<file path="src/rtl/mult_pkg.sv">
// rtl/mult_pkg.sv - shared constants and types for the sequential Booth multiplier
package mult_pkg;

   localparam int WIDTH_DEFAULT = 32;

   typedef enum logic [0:0] {
      IDLE = 1'b0,
      RUN  = 1'b1
   } state_t;

   // Booth recoding of {lo[0], q}; 00 and 11 mean pass-through
   localparam logic [1:0] BOOTH_ADD = 2'b01;
   localparam logic [1:0] BOOTH_SUB = 2'b10;

endpackage

</file>
<file path="src/rtl/mult_booth_seq_booth_step.sv">
// rtl/mult_booth_seq_booth_step.sv - one radix-2 Booth add/sub plus arithmetic shift
module booth_step
   import mult_pkg::*;
#(
   parameter int WIDTH = WIDTH_DEFAULT
) (
   input  logic [2*WIDTH+1:0] p_i,
   input  logic [WIDTH:0]     m_i,
   output logic [2*WIDTH+1:0] p_o
);

   logic [WIDTH:0]     hi;
   logic [WIDTH:0]     hi_sum;
   logic [2*WIDTH+1:0] p_sum;

   // Add, subtract or pass M into hi, then shift {hi, lo, q} right keeping the sign
   always_comb begin
      hi = p_i[2*WIDTH+1:WIDTH+1];
      case (p_i[1:0])
         BOOTH_ADD: hi_sum = hi + m_i;
         BOOTH_SUB: hi_sum = hi - m_i;
         default:   hi_sum = hi;
      endcase
      p_sum = {hi_sum, p_i[WIDTH:0]};
      p_o   = {p_sum[2*WIDTH+1], p_sum[2*WIDTH+1:1]};
   end

endmodule

</file>
<file path="src/rtl/mult_booth_seq.sv">
// rtl/mult_booth_seq.sv - sequential signed WIDTHxWIDTH Booth multiplier, low-half result
module mult_booth_seq
   import mult_pkg::*;
#(
   parameter int WIDTH = WIDTH_DEFAULT
) (
   input  logic             clock,
   input  logic             reset,
   input  logic [WIDTH-1:0] data_operandA,
   input  logic [WIDTH-1:0] data_operandB,
   input  logic             ctrl_MULT,
   output logic [WIDTH-1:0] data_result,
   output logic             data_exception,
   output logic             data_resultRDY,
   output logic             busy
);

   localparam int CW = $clog2(WIDTH);
   localparam int PW = 2 * WIDTH + 2;

   state_t             state_q, state_d;
   logic [CW-1:0]      cnt_q, cnt_d;
   logic [PW-1:0]      p_q, p_d;
   logic [WIDTH:0]     m_q, m_d;
   logic [WIDTH-1:0]   res_q, res_d;
   logic               exc_q, exc_d;
   logic               rdy_q, rdy_d;
   logic [PW-1:0]      p_step;
   logic [WIDTH:0]     sign_bits;
   logic               last_step;

   booth_step #(.WIDTH(WIDTH)) u_step (
      .p_i (p_q),
      .m_i (m_q),
      .p_o (p_step)
   );

   // Bits 2W-1..W-1 of the full product; all equal means the low half holds it exactly
   assign sign_bits = p_step[2*WIDTH:WIDTH];
   assign last_step = (cnt_q == CW'(WIDTH - 1));

   // Next-state: a start always wins, even over the final step of a running product
   always_comb begin
      state_d = state_q;
      cnt_d   = cnt_q;
      p_d     = p_q;
      m_d     = m_q;
      res_d   = res_q;
      exc_d   = exc_q;
      rdy_d   = 1'b0;
      if (ctrl_MULT) begin
         state_d = RUN;
         cnt_d   = '0;
         m_d     = {data_operandA[WIDTH-1], data_operandA};
         p_d     = {{(WIDTH + 1){1'b0}}, data_operandB, 1'b0};
      end else if (state_q == RUN) begin
         p_d   = p_step;
         cnt_d = cnt_q + 1'b1;
         if (last_step) begin
            state_d = IDLE;
            res_d   = p_step[WIDTH:1];
            exc_d   = ~((&sign_bits) | ~(|sign_bits));
            rdy_d   = 1'b1;
         end
      end
   end

   // State and datapath registers with synchronous active-low clear
   always_ff @(posedge clock) begin
      if (!reset) begin
         state_q <= IDLE;
         cnt_q   <= '0;
         p_q     <= '0;
         m_q     <= '0;
         res_q   <= '0;
         exc_q   <= 1'b0;
         rdy_q   <= 1'b0;
      end else begin
         state_q <= state_d;
         cnt_q   <= cnt_d;
         p_q     <= p_d;
         m_q     <= m_d;
         res_q   <= res_d;
         exc_q   <= exc_d;
         rdy_q   <= rdy_d;
      end
   end

   assign data_result    = res_q;
   assign data_exception = exc_q;
   assign data_resultRDY = rdy_q;
   assign busy           = (state_q == RUN);

endmodule
</file>
<file path="config.mk">
export PLATFORM = sky130hd
export DESIGN_NAME = mult_booth_seq
export DESIGN_NICKNAME = d
export VERILOG_FILES = /design/src/rtl/mult_pkg.sv /design/src/rtl/mult_booth_seq_booth_step.sv /design/src/rtl/mult_booth_seq.sv
export SDC_FILE = /design/constraint.sdc
export NUM_CORES = 1
export LEC_CHECK = 0
export BUFFER_PORTS_ARGS = -buffer_cell sky130_fd_sc_hd__buf_2
export CORE_ASPECT_RATIO = 1.75
export CORE_MARGIN = 2
export CORE_UTILIZATION = 30
export DETAILED_ROUTE_END_ITERATION = 10
export GPL_TIMING_DRIVEN = 0
export SLEW_MARGIN = 10
export SYNTH_ARGS = -nofsm -noshare
export SYNTH_HDL_FRONTEND = slang
export SYNTH_SLANG_ARGS = --single-unit
</file>
<file path="constraint.sdc">
create_clock -name clock -period 10.35 [get_ports clock]
set_input_delay 1.5525 -clock clock [delete_from_list [all_inputs] [get_ports clock]]
set_output_delay 1.5525 -clock clock [all_outputs]
set_load 0.02 [all_outputs]
</file>
* Word level (Yosys, flattened, before mapping)
Cells that the tools add are included.
W data, S select, Z words.
** Storage, ports and cells
- Register bits after elaboration :: 137
- Latch bits :: 0
- Bits in writable memories :: 0
- Memory bits (read-only) :: 0
- Input bits :: 67
- Output and inout bits :: 35
- Word-level logic and storage cells :: 33
- Memories kept :: 0
** Cells by class
- Add/sub/neg operators :: 3
- Multipliers :: 0
- Divide/modulo/power cells :: 0
- Magnitude comparators :: 0
- Equal/unequal tests :: 3
- Shift-type cells :: 0
- Mux-type cells :: 7
- Bitwise gates (word level) :: 6
- Reductions and logical operators :: 6
** Operator list (count)
- $mux W33 :: 2
- $pmux W33 S2 :: 1
- $add A32 B32 Y33 :: 1
- $reduce_and A33 Y1 :: 1
- $reduce_or A33 Y1 :: 1
- $sub A32 B32 Y33 :: 1
- $add A5 B1 Y5 const B :: 1
- $eq A5 B5 Y1 const B :: 1
- $not A1 Y1 :: 5
- $mux W1 :: 4
- $reduce_and A3 Y1 :: 1
- $reduce_or A3 Y1 :: 1
- $eq A2 B1 Y1 const B :: 1
- $eq A2 B2 Y1 const B :: 1
- $reduce_bool A2 Y1 :: 1
- $reduce_or A2 Y1 :: 1
- $or A1 B1 Y1 :: 1

* Longest topological paths before layout
- Depth in word-level cells :: 6
- Depth in mapped cells :: 22
- Depth with buffers taken out :: 21

* By module
A second synthesis with hierarchy kept.
** Second synthesis, totals
- Cell total of the unflattened synthesis :: 1085
- Area, all modules :: 8851.0 µm²
** Modules (own cells, without submodules)
- mult_booth_seq :: times used 1, cells each 583, area an instance 5535.3 µm², sequential area each 2762.6 µm²
- booth_step :: times used 1, cells each 502, area an instance 3315.7 µm², sequential area each 0.0 µm²

* Least setup slack after synthesis
Ideal clock, no wire load.
- Kind :: reg2reg
- Start point :: reg m_q[0]
- End point :: reg exc_q (netlist: data_exception)
- Library setup time :: 0.121 ns
- Arrival :: 4.628 ns
- Data required time :: 10.229 ns
- Path slack :: 5.601 ns
- Cell stages (with the launch flop) :: 21
- Path buffers :: 2
- Period minus slack after synthesis :: 4.749 ns
- Cells stage by stage :: dfxtp_1 > inv_1 > ha_1 > or3b_2 > and4bb_2 > and2_1 > clkbuf_1 > a21oi_1 > xnor2_1 > ha_1 > clkbuf_1 > o21a_1 > a211oi_1 > nor2_1 > or4_4 > a221o_1 > or4b_1 > nand4_1 > nand4b_1 > o221ai_1 > nand2_1
** Between the ends
- Word-level cells in the longest chain between the ends :: 6
- Elaborated cells on any way between the ends :: 8
- Those cells by class :: 2 x add/sub; 1 x mux; 3 x bitwise; 2 x reduce/logical
** RTL lines
- start: declaration :: line mult_booth_seq.sv:24 : logic [WIDTH:0] m_q, m_d;
- start signal: assignment :: line mult_booth_seq.sv:82 : m_q <= m_d;
- $sub A32 B32 Y33 or $add A32 B32 Y33 (tied branches) :: line mult_booth_seq_booth_step.sv:21, mult_booth_seq_booth_step.sv:20
- $pmux W33 S2 (*) :: line mult_booth_seq_booth_step.sv:19 : case (p_i[1:0])
- $reduce_or A33 Y1 :: line mult_booth_seq.sv:62 : exc_d = ~((&sign_bits) | ~(|sign_bits));
- $not A1 Y1 :: line mult_booth_seq.sv:62
- $or A1 B1 Y1 (*) :: line mult_booth_seq.sv:62
- $not A1 Y1 (*) :: line mult_booth_seq.sv:62
- end signal: assignment :: line mult_booth_seq.sv:76 : exc_q <= 1'b0;
- end signal: assignment :: line mult_booth_seq.sv:84 : exc_q <= exc_d;
- end: declaration :: line mult_booth_seq.sv:26 : logic exc_q, exc_d;
Mark *: on every way between the ends. The rest lies on a longest branch, timed or not.
A chain may end at the register's enable or synchronous reset.

* Worst setup path after layout
Same ends and word-level chain as after synthesis.

==> run metrics <==
average cell area after synthesis=8.01 sq um; Clk Latency, worst-skew pair=0.44 ns; Top delay family on crit path=simple AND/OR/NAND/NOR gates; final wirelength=27900 microns; area overhead of the layout relative to synthesis=17.5%; buffers added on ports=99; reg-to-reg slack, setup=4.11 ns; vias in the first global route=8248; CTS tree=done; count of warnings emitted by yosys=0; core utilization of the finished layout=35.8%; fraction of final layout cells sized beyond drive strength 1=12.8%; async set or reset register ratio after synthesis=0%; GRT met3 Usage=2.76%; main area contributors after synthesis=dfxtp_1 (31%), mux2i_1 (10%), nand2_1 (6.2%); buffer levels on the longest clock path=2; met2 Usage GRT=34.7%; sequential fraction of the synthesis area=31.4%; Main synth FF type=dfxtp_1; most common cell after layout, fill and taps aside=nand2_1; endpoints failing hold=0; antenna fix cells=0; routed wirelength normalized by instance count=17.4 microns; number of post-CTS setup repair buffers=0; timing-limited maximum frequency=160 MHz; total clock sinks=137; total power density per cell area=144 nW/um^2; highest-delay cell along the critical path=nor2_1; # setup viols final=0; setup slack of the critical path after layout=4.11 ns; Clk pin slew, worst setup/hold paths=0.06 ns; class of the worst hold path=reg2reg; count of buffer and inverter cells on the critical path=1; count of nets left with antenna violations after detail routing=0; cell-by-cell trace of the critical path=nor3_1 > nand2_1 > nor4b_1 > nand2b_1 > nor2_1 > nand2_1 > nor4_1 > nor2_1 > xnor2_1 > ha_1 > clkbuf_1 > a211o_1 > a211oi_1 > nor2_1 > or4_4 > mux2i_1 > o2111ai_1 > a2111o_1 > or3_1 > o221ai_1 > nand2_1; cell count after synthesis=1091; crit path capture type=flop; EDFF count, synth=0; final total negative setup slack=0 ns; maximum resistive drop on vdd=0.111 mV; total of fill cells in the finished design=2989; Arr. time, crit path=6.55 ns; Num CTS Buffers=17; CTS H-tree lvls=4; fin cells=1599; initial DRC count=355; Core Area=28600 sq um; total placed cells including tap cells=1568; Via density=5.19; overflow left after global routing=0; Detail Placement HPWL=22000 microns; layer carrying the most global-route usage=met2; final critical-path share of the clock period=60.3%; CP Data Required Time=10.66 ns; overall via count from detail_route=8293; die outline area=30600 sq um; Unique masters post-synth=71; post-cts hold buffer count=0; num rows=82; number of stages on the worst hold path=2; Final Hold Slack=0.463 ns; met1 usage in global routing=17.6%; Global Route Usage Sum=18.3%; count of boundary I/O pins=102; Min Clock Period, post-route=6.24 ns; Worst setup SP type=flop; count of pins over their slew limit=0; startpoint-to-endpoint class of the critical path=reg2reg; worst hold path startpoint=data_result[24]$_SDFFE_PN0P_; actual slew at the worst max-slew pin=0.874 ns; Initial Util=30.5%; cell type contributing the most total cell area after synthesis=dfxtp_1; count of maximum capacitance violations=0; unrepaired setup endpoints after global routing=false; Root Driver=clkbuf_16; cell leakage power=4.07 nW; reg-to-reg startpoint=m_q[0]$_SDFFE_PN0P_; delay of the slowest cell on the worst path=0.66 ns; post-detailed-route DRC marker count=0; synthesis-stage register bit count=137; synthesized netlist net count=1195; wire length of the first global-routing pass=43700 microns; Max FO, Critical Path=9; Slew HR=41.2%; floorplan die width=133 microns; Resize count post-CTS=0; Worst Hold Path EP=data_result[24]$_SDFFE_PN0P_; y dimension of the die=230 microns; depth of the worst register-to-register path=21; Post-Route Skew=0.00850 ns; synthesized cell area=8740 sq um; Yosys top cell area share=31.4%; routability cong.=0.950; most frequent cells in the layout=nand2_1 (145), dfxtp_1 (137), buf_2 (101); maximum number of pins on one net before global-route repair=17; outcome=complete, no violations; router iterations before antenna repair=4; antenna violations before repair=0; Setup WS pre-CTS=4.27 ns; total number of nets in the final design=1313; worst flop-to-flop path endpoint=data_exception$_SDFFE_PN0P_
report_power, final:
part           leakage, nW  switching [mW]  internal [mW]
combinational         2.68           0.198          0.130
sequential            1.12          0.0218          0.547
clock                0.267           0.251          0.331
total                 4.07           0.471           1.01
sequential cells by signal, indices dropped and copies added, names as in the netlist:
signal,flops
cnt_q,5
busy,1
data_resultRDY,1
data_result,32
data_exception,1
p_q,65
m_q,32
synthesized netlist by cell type (all sizes together) (13+ instances only):
cell	n
nand2	145
dfxtp	137
nor2	95
mux2i	87
clkbuf	58
a21oi	56
o21ai	56
and2	41
nor2b	41
xnor2	37
ha	36
a21boi	35
a211oi	27
nor3	21
inv	18
nand4	16
o21a	16
nor4	13
worst register-to-register path, cell delays in order, from the launching register on:
cell and delay (ns):
dfxtp_1 0.38, nor3_1 0.29, nand2_1 0.11, nor4b_1 0.39
nand2b_1 0.13, nor2_1 0.66, nand2_1 0.29, nor4_1 0.26
nor2_1 0.10, xnor2_1 0.22, ha_1 0.26, clkbuf_1 0.22
a211o_1 0.34, a211oi_1 0.27, nor2_1 0.10, or4_4 0.54
mux2i_1 0.32, o2111ai_1 0.19, a2111o_1 0.36, or3_1 0.36
o221ai_1 0.27, nand2_1 0.08
how the worst max path moves through the flow:
| stage | cells past startpoint | endpoint | start |
|---|---|---|---|
| floorplan | 20 | data_exception$_SDFFE_PN0P_ | m_q[0]$_SDFFE_PN0P_ |
| global placement | 19 | data_exception$_SDFFE_PN0P_ | m_q[13]$_SDFFE_PN0P_ |
| detailed placement | 21 | data_exception$_SDFFE_PN0P_ | m_q[0]$_SDFFE_PN0P_ |
| CTS | 21 | data_exception$_SDFFE_PN0P_ | m_q[0]$_SDFFE_PN0P_ |
| global route | 21 | data_exception$_SDFFE_PN0P_ | m_q[0]$_SDFFE_PN0P_ |
| finish | 21 | data_exception$_SDFFE_PN0P_ | m_q[0]$_SDFFE_PN0P_ |
layer usage:
metal	vias up	part of all wire, %
met5	-	0
met4	0	6.7
met3	88	3.4
met2	236	54
met1	3844	36
li1	4125	-
cells by family (layout without fill, tap and decap cells):
kind of cell	Yosys count	after routing	synth area share (%)
AO/OA/AOI/OAI	261	261	20.1
XOR/XNOR	45	45	4.51
adder cells (fa/ha/maj)	37	37	5.39
buffers and inverters	89	219	4.02
flip-flops	137	137	31.4
multiplexers	89	89	10.2
AND/OR/NAND/NOR	433	433	24.3
per-stage QoR:
step                power (mW)  instance area, sq um
detailed placement       0.905                  9710
global route              1.54                 10300
floorplan                0.810                  8740
global placement         0.902                  9700
finish                    1.48                 10300
CTS                       1.49                 10300
final cells by class:
class / instances / area [sq um] / area share (%)
Multi-Input combinational cell: 865 / 5650 / 55.0
Sequential cell: 137 / 2740 / 26.7
Timing Repair Buffer: 99 / 495 / 4.83
Tap cell: 378 / 473 / 4.61
Clock buffer: 18 / 429 / 4.18
Buffer: 70 / 280 / 2.73
Clock inverter: 13 / 121 / 1.18
Inverter: 19 / 71.3 / 0.695
Note: power is estimated with default switching activity, not from simulation.
